File: src/rtl/dest_reg_pipeline_if.sv
// EX-stage destination/forwarding bus between the decode/hazard logic and the
// destination register pipeline.
interface dest_reg_pipeline_if #(
   parameter int ADDR_W = 5
);
   logic [ADDR_W-1:0] rt_e;
   logic [ADDR_W-1:0] rd_e;
   logic [1:0]        reg_dst_e;
   logic              reg_write_e;
   logic              stall;
   logic              flush;
   logic [ADDR_W-1:0] src_a;
   logic [ADDR_W-1:0] src_b;
   logic [ADDR_W-1:0] write_reg_e;
   logic [ADDR_W-1:0] write_reg_m;
   logic              reg_write_m;
   logic [ADDR_W-1:0] write_reg_w;
   logic              reg_write_w;
   logic [1:0]        fwd_a;
   logic [1:0]        fwd_b;

   modport master (
      output rt_e, rd_e, reg_dst_e, reg_write_e, stall, flush, src_a, src_b,
      input  write_reg_e, write_reg_m, reg_write_m, write_reg_w, reg_write_w,
             fwd_a, fwd_b
   );

   modport slave (
      input  rt_e, rd_e, reg_dst_e, reg_write_e, stall, flush, src_a, src_b,
      output write_reg_e, write_reg_m, reg_write_m, write_reg_w, reg_write_w,
             fwd_a, fwd_b
   );
endinterface

File: src/rtl/dest_reg_pipeline.sv
// Destination register select for EX, EX->MEM->WB destination pipeline, and
// MEM/WB forwarding selects for the two EX source operands.
module dest_reg_pipeline #(
   parameter int ADDR_W   = 5,
   parameter int LINK_REG = 31
) (
   input  logic clk,
   input  logic rst,
   dest_reg_pipeline_if.slave bus
);
   localparam logic [ADDR_W-1:0] LINK = LINK_REG[ADDR_W-1:0];

   logic [ADDR_W-1:0] w_write_reg_e;
   logic              w_we_e;
   logic [ADDR_W-1:0] r_write_reg_m;
   logic              r_reg_write_m;
   logic [ADDR_W-1:0] r_write_reg_w;
   logic              r_reg_write_w;
   logic [1:0]        w_fwd_a;
   logic [1:0]        w_fwd_b;

   always_comb begin
      w_write_reg_e = '0;
      case (bus.reg_dst_e)
         2'b00:   w_write_reg_e = bus.rt_e;
         2'b01:   w_write_reg_e = bus.rd_e;
         2'b10:   w_write_reg_e = LINK;
         default: w_write_reg_e = '0;
      endcase
   end

   // Register 0 is hardwired, so a write to it must never look valid downstream.
   assign w_we_e = bus.reg_write_e && (bus.reg_dst_e != 2'b11) && (w_write_reg_e != '0);

   always_ff @(posedge clk) begin
      if (rst) begin
         r_write_reg_m <= '0;
         r_reg_write_m <= 1'b0;
         r_write_reg_w <= '0;
         r_reg_write_w <= 1'b0;
      end else begin
         if (bus.flush) begin
            r_write_reg_m <= '0;
            r_reg_write_m <= 1'b0;
         end else if (!bus.stall) begin
            r_write_reg_m <= w_write_reg_e;
            r_reg_write_m <= w_we_e;
         end
         if (!bus.stall) begin
            r_write_reg_w <= r_write_reg_m;
            r_reg_write_w <= r_reg_write_m;
         end
      end
   end

   // MEM is the younger result, so it wins over WB.
   always_comb begin
      w_fwd_a = 2'b00;
      if (bus.src_a != '0) begin
         if (r_reg_write_m && (r_write_reg_m == bus.src_a))      w_fwd_a = 2'b10;
         else if (r_reg_write_w && (r_write_reg_w == bus.src_a)) w_fwd_a = 2'b01;
      end
   end

   always_comb begin
      w_fwd_b = 2'b00;
      if (bus.src_b != '0) begin
         if (r_reg_write_m && (r_write_reg_m == bus.src_b))      w_fwd_b = 2'b10;
         else if (r_reg_write_w && (r_write_reg_w == bus.src_b)) w_fwd_b = 2'b01;
      end
   end

   assign bus.write_reg_e = w_write_reg_e;
   assign bus.write_reg_m = r_write_reg_m;
   assign bus.reg_write_m = r_reg_write_m;
   assign bus.write_reg_w = r_write_reg_w;
   assign bus.reg_write_w = r_reg_write_w;
   assign bus.fwd_a       = w_fwd_a;
   assign bus.fwd_b       = w_fwd_b;
endmodule

File: src/flat_wrapper.sv
// flat-port wrapper written by rule: the top's interface ports become plain ports
module dest_reg_pipeline_flat 
#(
   parameter int ADDR_W   = 5,
   parameter int LINK_REG = 31
)
  (clk, rst, bus_rt_e, bus_rd_e, bus_reg_dst_e, bus_reg_write_e, bus_stall, bus_flush, bus_src_a, bus_src_b, bus_write_reg_e, bus_write_reg_m, bus_reg_write_m, bus_write_reg_w, bus_reg_write_w, bus_fwd_a, bus_fwd_b);
  dest_reg_pipeline_if #(.ADDR_W(ADDR_W)) bus_i ();
  input  logic clk;
  input  logic rst;
  input wire logic [$bits(bus_i.rt_e)-1:0] bus_rt_e;
  input wire logic [$bits(bus_i.rd_e)-1:0] bus_rd_e;
  input wire logic [$bits(bus_i.reg_dst_e)-1:0] bus_reg_dst_e;
  input wire logic [$bits(bus_i.reg_write_e)-1:0] bus_reg_write_e;
  input wire logic [$bits(bus_i.stall)-1:0] bus_stall;
  input wire logic [$bits(bus_i.flush)-1:0] bus_flush;
  input wire logic [$bits(bus_i.src_a)-1:0] bus_src_a;
  input wire logic [$bits(bus_i.src_b)-1:0] bus_src_b;
  output wire logic [$bits(bus_i.write_reg_e)-1:0] bus_write_reg_e;
  output wire logic [$bits(bus_i.write_reg_m)-1:0] bus_write_reg_m;
  output wire logic [$bits(bus_i.reg_write_m)-1:0] bus_reg_write_m;
  output wire logic [$bits(bus_i.write_reg_w)-1:0] bus_write_reg_w;
  output wire logic [$bits(bus_i.reg_write_w)-1:0] bus_reg_write_w;
  output wire logic [$bits(bus_i.fwd_a)-1:0] bus_fwd_a;
  output wire logic [$bits(bus_i.fwd_b)-1:0] bus_fwd_b;
  assign bus_i.rt_e = bus_rt_e;
  assign bus_i.rd_e = bus_rd_e;
  assign bus_i.reg_dst_e = bus_reg_dst_e;
  assign bus_i.reg_write_e = bus_reg_write_e;
  assign bus_i.stall = bus_stall;
  assign bus_i.flush = bus_flush;
  assign bus_i.src_a = bus_src_a;
  assign bus_i.src_b = bus_src_b;
  assign bus_write_reg_e = bus_i.write_reg_e;
  assign bus_write_reg_m = bus_i.write_reg_m;
  assign bus_reg_write_m = bus_i.reg_write_m;
  assign bus_write_reg_w = bus_i.write_reg_w;
  assign bus_reg_write_w = bus_i.reg_write_w;
  assign bus_fwd_a = bus_i.fwd_a;
  assign bus_fwd_b = bus_i.fwd_b;
  dest_reg_pipeline #(.ADDR_W(ADDR_W), .LINK_REG(LINK_REG)) u_core (.clk(clk), .rst(rst), .bus(bus_i));
endmodule
File: config.mk
export PLATFORM = sky130hd
export DESIGN_NAME = dest_reg_pipeline_flat
export DESIGN_NICKNAME = d
export VERILOG_FILES = /design/src/rtl/dest_reg_pipeline_if.sv /design/src/rtl/dest_reg_pipeline.sv /design/src/flat_wrapper.sv
export SDC_FILE = /design/constraint.sdc
export NUM_CORES = 1
export LEC_CHECK = 0
export ABC_AREA = 1
export CAP_MARGIN = 20
export CELL_PAD_IN_SITES_DETAIL_PLACEMENT = 1
export CELL_PAD_IN_SITES_GLOBAL_PLACEMENT = 1
export CORE_ASPECT_RATIO = 1.2
export CORE_UTILIZATION = 22
export DETAILED_ROUTE_END_ITERATION = 10
export PLACE_DENSITY_LB_ADDON = 0.1
export REMOVE_ABC_BUFFERS = 1
export SYNTH_ARGS = -nofsm -noshare
export SYNTH_HDL_FRONTEND = slang
export SYNTH_SLANG_ARGS = --single-unit
File: constraint.sdc
create_clock -name clk -period 1 [get_ports clk]
set_input_delay 0.2 -clock clk [delete_from_list [all_inputs] [get_ports clk]]
set_output_delay 0.2 -clock clk [all_outputs]
set_load 0.01 [all_outputs]
; ---- Word-level counts from Yosys, hierarchy flattened
; Index checks and enable logic that the tools add are counted.
[word_totals]
regBits = 12
latch_bits = 0
mem_bits_rw = 0
mem_bits_ro = 0
input_bits = 27
out_inout_bits = 21
memories = 0
[classes]
addsub = 0
multipliers = 0
div_mod_pow = 0
magnitude_cmp = 0
n_eq_ne = 7
n_shift = 0
muxes = 7
bitwise_logic = 0
n_reduce_logical = 11
[op_table]
columns = op, n
row1 = equality test 5 bit, 4
row2 = case mux 5 bit (3 select lines), 1
row3 = nonzero test 5 bit, 3
row4 = 2-to-1 mux 2 bit, 4
row5 = logical AND 1 bit, 6
row6 = "equality test 2 x 1 -> 1 bit, second input constant", 1
row7 = "equality test 2 bit, second input constant", 1
row8 = zero test 2 bit, 1
row9 = 2-to-1 mux 1 bit, 2
row10 = "inequality test 2 bit, second input constant", 1
row11 = OR reduction 2 bit, 1

; ---- Depth between registers and ports, before layout
; Gate-level depths: netlist (run 1).
[logic_depth]
word_depth = 5
mapped_depth = 7

; ---- Least setup slack after synthesis (run 1)
; Ideal clock, no wire load.
[synth_path]
path_kind = register to output
startpoint = register u_core.r_write_reg_m[3], in the netlist u_core.bus.write_reg_m[3]
endpoint = output port bus_fwd_b[1]
arrival_ps = 1039
t_required_ps = 800
path_slack_ps = -239
stages_incl_launch_ff = 5
path_buffers = 0
path_cell_list = dfxtp_1 inv_2 a21oi_1 o2111ai_1 nor3_1
[synth_between]
elab_chain_cells = 4
[synth_lines]
columns = element, line_no
row1 = from (decl), dest_reg_pipeline.sv:15  ; logic [ADDR_W-1:0] r_write_reg_m;
row2 = from (signal assigned), dest_reg_pipeline.sv:46  ; r_write_reg_m <= w_write_reg_e;
row3 = equality test 5 bit, dest_reg_pipeline.sv:68  ; if (r_reg_write_m && (r_write_reg_m == bus.src_b)) w_fwd_b = 2'b10;
row4 = logical AND 1 bit, dest_reg_pipeline.sv:68
row5 = 2-to-1 mux 2 bit, dest_reg_pipeline.sv:68
row6 = 2-to-1 mux 2 bit, dest_reg_pipeline.sv:67  ; if (bus.src_b != '0) begin
row7 = to (decl), flat_wrapper.sv:25  ; output wire logic [$bits(bus_i.fwd_b)-1:0] bus_fwd_b;
; No other way between the ends.

; ---- Worst setup path after layout (run 1)
[layout_path]
startpoint = register u_core.r_write_reg_m[3], in the netlist u_core.bus.write_reg_m[3]
endpoint = output port bus_fwd_a[0]
[layout_between]
elab_chain_cells = 4
[layout_lines]
columns = element, line_no
row1 = equality test 5 bit, dest_reg_pipeline.sv:60  ; if (r_reg_write_m && (r_write_reg_m == bus.src_a)) w_fwd_a = 2'b10;
row2 = logical AND 1 bit, dest_reg_pipeline.sv:60
row3 = 2-to-1 mux 2 bit, dest_reg_pipeline.sv:60
row4 = 2-to-1 mux 2 bit, dest_reg_pipeline.sv:59  ; if (bus.src_a != '0) begin
row5 = to (decl), flat_wrapper.sv:24  ; output wire logic [$bits(bus_i.fwd_a)-1:0] bus_fwd_a;
; No other way between the ends.

==> impl_metrics.py, run 1 <==
metrics = {
    "die": {
        "die_x_um": 59.7,
        "dieArea_um2": 4260,
        "die_y_um": 71.3,
        "core_area_um2": 3720,
        "ios": 48,
        "start_util_pct": 23.6,
        "placementRows": 24,
    },
    "sta": {
        "rsz0062_at_grt": "true",
        "timing.final.ws_setup_ps": -485,
        "setup_violations": 16,
        "layout_min_cycle_time_ps": 1480,
        "fin_setup_tns_ps": -2300,
        "tightest_slew_ps": 240,
        "worst_clock_skew_ps": 4.08,
        "slew_headroom_pct": 84.0,
        "min_period_over_period_pct": 148,
        "timing.hold.ws_ps": 351,
        "fmax_mhz": 674,
        "drv_slew": 0,
        "hold_viol_final": 0,
    },
    "worst_setup_path": {
        "worstPathArrival_ps": 1280,
        "slowest_stage": "dfxtp_4",
        "crit_top_cell": "nor2_1",
        "crit_chain": "buf_6 > a21oi_4 > o2111ai_2 > nor2_1 > nor2_1 > buf_2",
        "start_kind": "flip-flop",
        "crit_type": "flip-flop to primary output",
        "timing.critical_path.to_type": "primary output",
        "path_max_fanout": 4,
        "cpPeakStageDelay_ps": 370,
        "r2r_slack_ps": 170,
        "crit_required_ps": 800,
    },
    "finish": {
        "final_cell_mix": "28 x buf_6, 25 x buf_4, 22 x nand2_1",
        "final_common_cell": "buf_6",
        "nets": 258,
        "diodes": 0,
        "instances_no_fill": 281,
        "utilization_pct": 51.6,
        "fin_area_um2": 1920,
        "synthToLayoutAreaGrowth_pct": 119,
        "drive_gt1_share_pct": 52.4,
    },
    "place": {
        "dp_slack_ps": -1080,
        "hpwlAfterDp_um": 2870,
        "place_congestion": 0.950,
        "dp_cells": 272,
        "place_area_um2": 1640,
        "port_buffers": 47,
    },
    "yosys": {
        "ys_warn_count": 0,
        "avgSynthCellArea_um2": 6.15,
        "yosysTopAreaCellShare_pct": 27.3,
        "synth.distinct_cells": 21,
        "synth-seq-cells": 12,
        "synth.yosys.seq_area_share_pct": 27.3,
        "synthCells": 143,
        "synth_top_area_cell": "dfxtp_1",
        "syn_area_um2": 880,
        "netlist_top_cells_area": "dfxtp_1 27%, nand2_1 12%, inv_1 11%, a21oi_1 8.0%, o21ai_0 8.0%",
    },
    "routing": {
        "routed_wl_um": 3800,
        "via_per_inst": 4.46,
        "drtAntennaViolNets": 0,
        "via_count": 1254,
        "drtIter0Drc": 41,
        "wire_per_inst_um": 13.5,
        "dr.pass1.iters": 4,
        "drc": 0,
    },
    "cts": {
        "clkSinkCount": 12,
        "clk_pin_slew_worst_paths_ps": 50,
        "root_buffer": "clkbuf_8",
        "cts_tree": "yes",
        "clock_path_buffers": 2,
        "numCtsBuffers": 3,
        "clk_latency_ps": 240,
        "hold_buffers": 0,
        "cts_htree_levels": 1,
    },
    "pwr": {
        "ir_drop_uv": 307,
        "p_leak_nw": 0.921,
        "power_density_nw_per_um2": 837,
        "power.total_mw": 1.61,
    },
    "grt": {
        "grt_max_degree": 11,
        "overflow": 0,
        "grt_usage_pct": 18.4,
        "grt_pass1_wl_um": 5890,
        "antenna_found_initial": 0,
        "grt_pass1_vias": 1382,
    },
    "status": {
        "violations": "negative setup slack",
        "status": "complete, but fails checks",
    },
    "worst_hold_path": {
        "hold_path_class": "input pin to flip-flop",
    },
    "job": {
        "max-cap-violations": 0,
    },
}
flip-flops by register name (all words and copies together) (netlist names):
signal	cells
u_core.bus.reg_write_m	1
u_core.bus.reg_write_w	1
u_core.bus.write_reg_m	5
u_core.bus.write_reg_w	5
cell type report:
class,instances,area (um2)
multi-input combinational,101,656
sequential,12,273
fill,491,1800
timing repair buffer,85,781
clock buffer,3,41.3
tap,52,65.1
inverter,28,108
cell usage after synthesis:
| master | instances |
|---|---|
| nand4_1 | 1 |
| nand3_2 | 1 |
| buf_2 | 1 |
| o21ai_0 | 14 |
| nand2_1 | 29 |
| nand3_1 | 5 |
| buf_6 | 1 |
| dfxtp_1 | 12 |
| o22ai_1 | 2 |
| nand2_2 | 4 |
| nor3_1 | 3 |
| inv_1 | 26 |
| inv_2 | 2 |
| o2111ai_1 | 4 |
| nor2_1 | 14 |
| xnor2_1 | 6 |
| o21bai_1 | 1 |
| a211oi_1 | 1 |
| nor2_4 | 1 |
| a21oi_1 | 14 |
| xor2_1 | 1 |
logic make-up (layout without fill, tap and decap cells):
| family | after synthesis | count (layout) | synth area share (%) |
|---|---|---|---|
| AO/OA/AOI/OAI | 36 | 36 | 23.0 |
| AND/OR/NAND/NOR | 58 | 58 | 28.9 |
| buffers and inverters | 30 | 116 | 13.8 |
| flip-flops | 12 | 12 | 27.3 |
| XOR/XNOR | 7 | 7 | 6.97 |
layer usage:
layer / vias up / routed length [um] / GRT usage (%)
met3: 6 / 134 / 1.26
met4: 0 / 75 / 8.79
met2: 39 / 2240 / 37.9
li1: 635 / - / -
met5: - / 0 / 0
met1: 574 / 1350 / 17.0
critical path: cells and delay by family (launching register included):
kind	cells	cell delay [ps]
buffers and inverters	2	250
flip-flops	1	370
AND/OR/NAND/NOR	2	190
AO/OA/AOI/OAI	2	240
repair_timing:
action / in CTS / in global routing
endpoints found under the setup margin: 28 / 26
gates resized for setup: 184 / 30
buffers inserted: 6 / 4
pin swaps: 35 / 14
path summary, 6_finish.rpt:
kind / from / to / cells past startpoint
min reg2reg: u_core.bus.write_reg_m[0]$_SDFFE_PP0N_ / u_core.bus.write_reg_m[0]$_SDFFE_PP0N_ / 2
max reg2reg: u_core.bus.write_reg_m[2]$_SDFFE_PP0N_ / u_core.bus.write_reg_m[2]$_SDFFE_PP0N_ / 3
max: u_core.bus.write_reg_m[3]$_SDFFE_PP0N_ / bus_fwd_a[0] / 6
min: bus_reg_dst_e[1] / u_core.bus.reg_write_m$_SDFFE_PP0N_ / 5
where the power goes:
part | internal [mW] | switching, mW
Sequential | 0.498 | 0.0391
Combinational | 0.354 | 0.283
Clock | 0.265 | 0.170
Total | 1.12 | 0.492
No activity file was read; power rests on OpenSTA's default activity.
==> run 2: changes to the inputs <==
- SLEW_MARGIN: default -> 40
==> results of run 2 <==
The final DEF is identical to that of run 1; final timing and power are the same.
==> run 3: changes to the inputs <==
- CTS_CLUSTER_DIAMETER: default -> 150
==> results of run 3 <==
The final DEF is identical to that of run 1; final timing and power are the same.
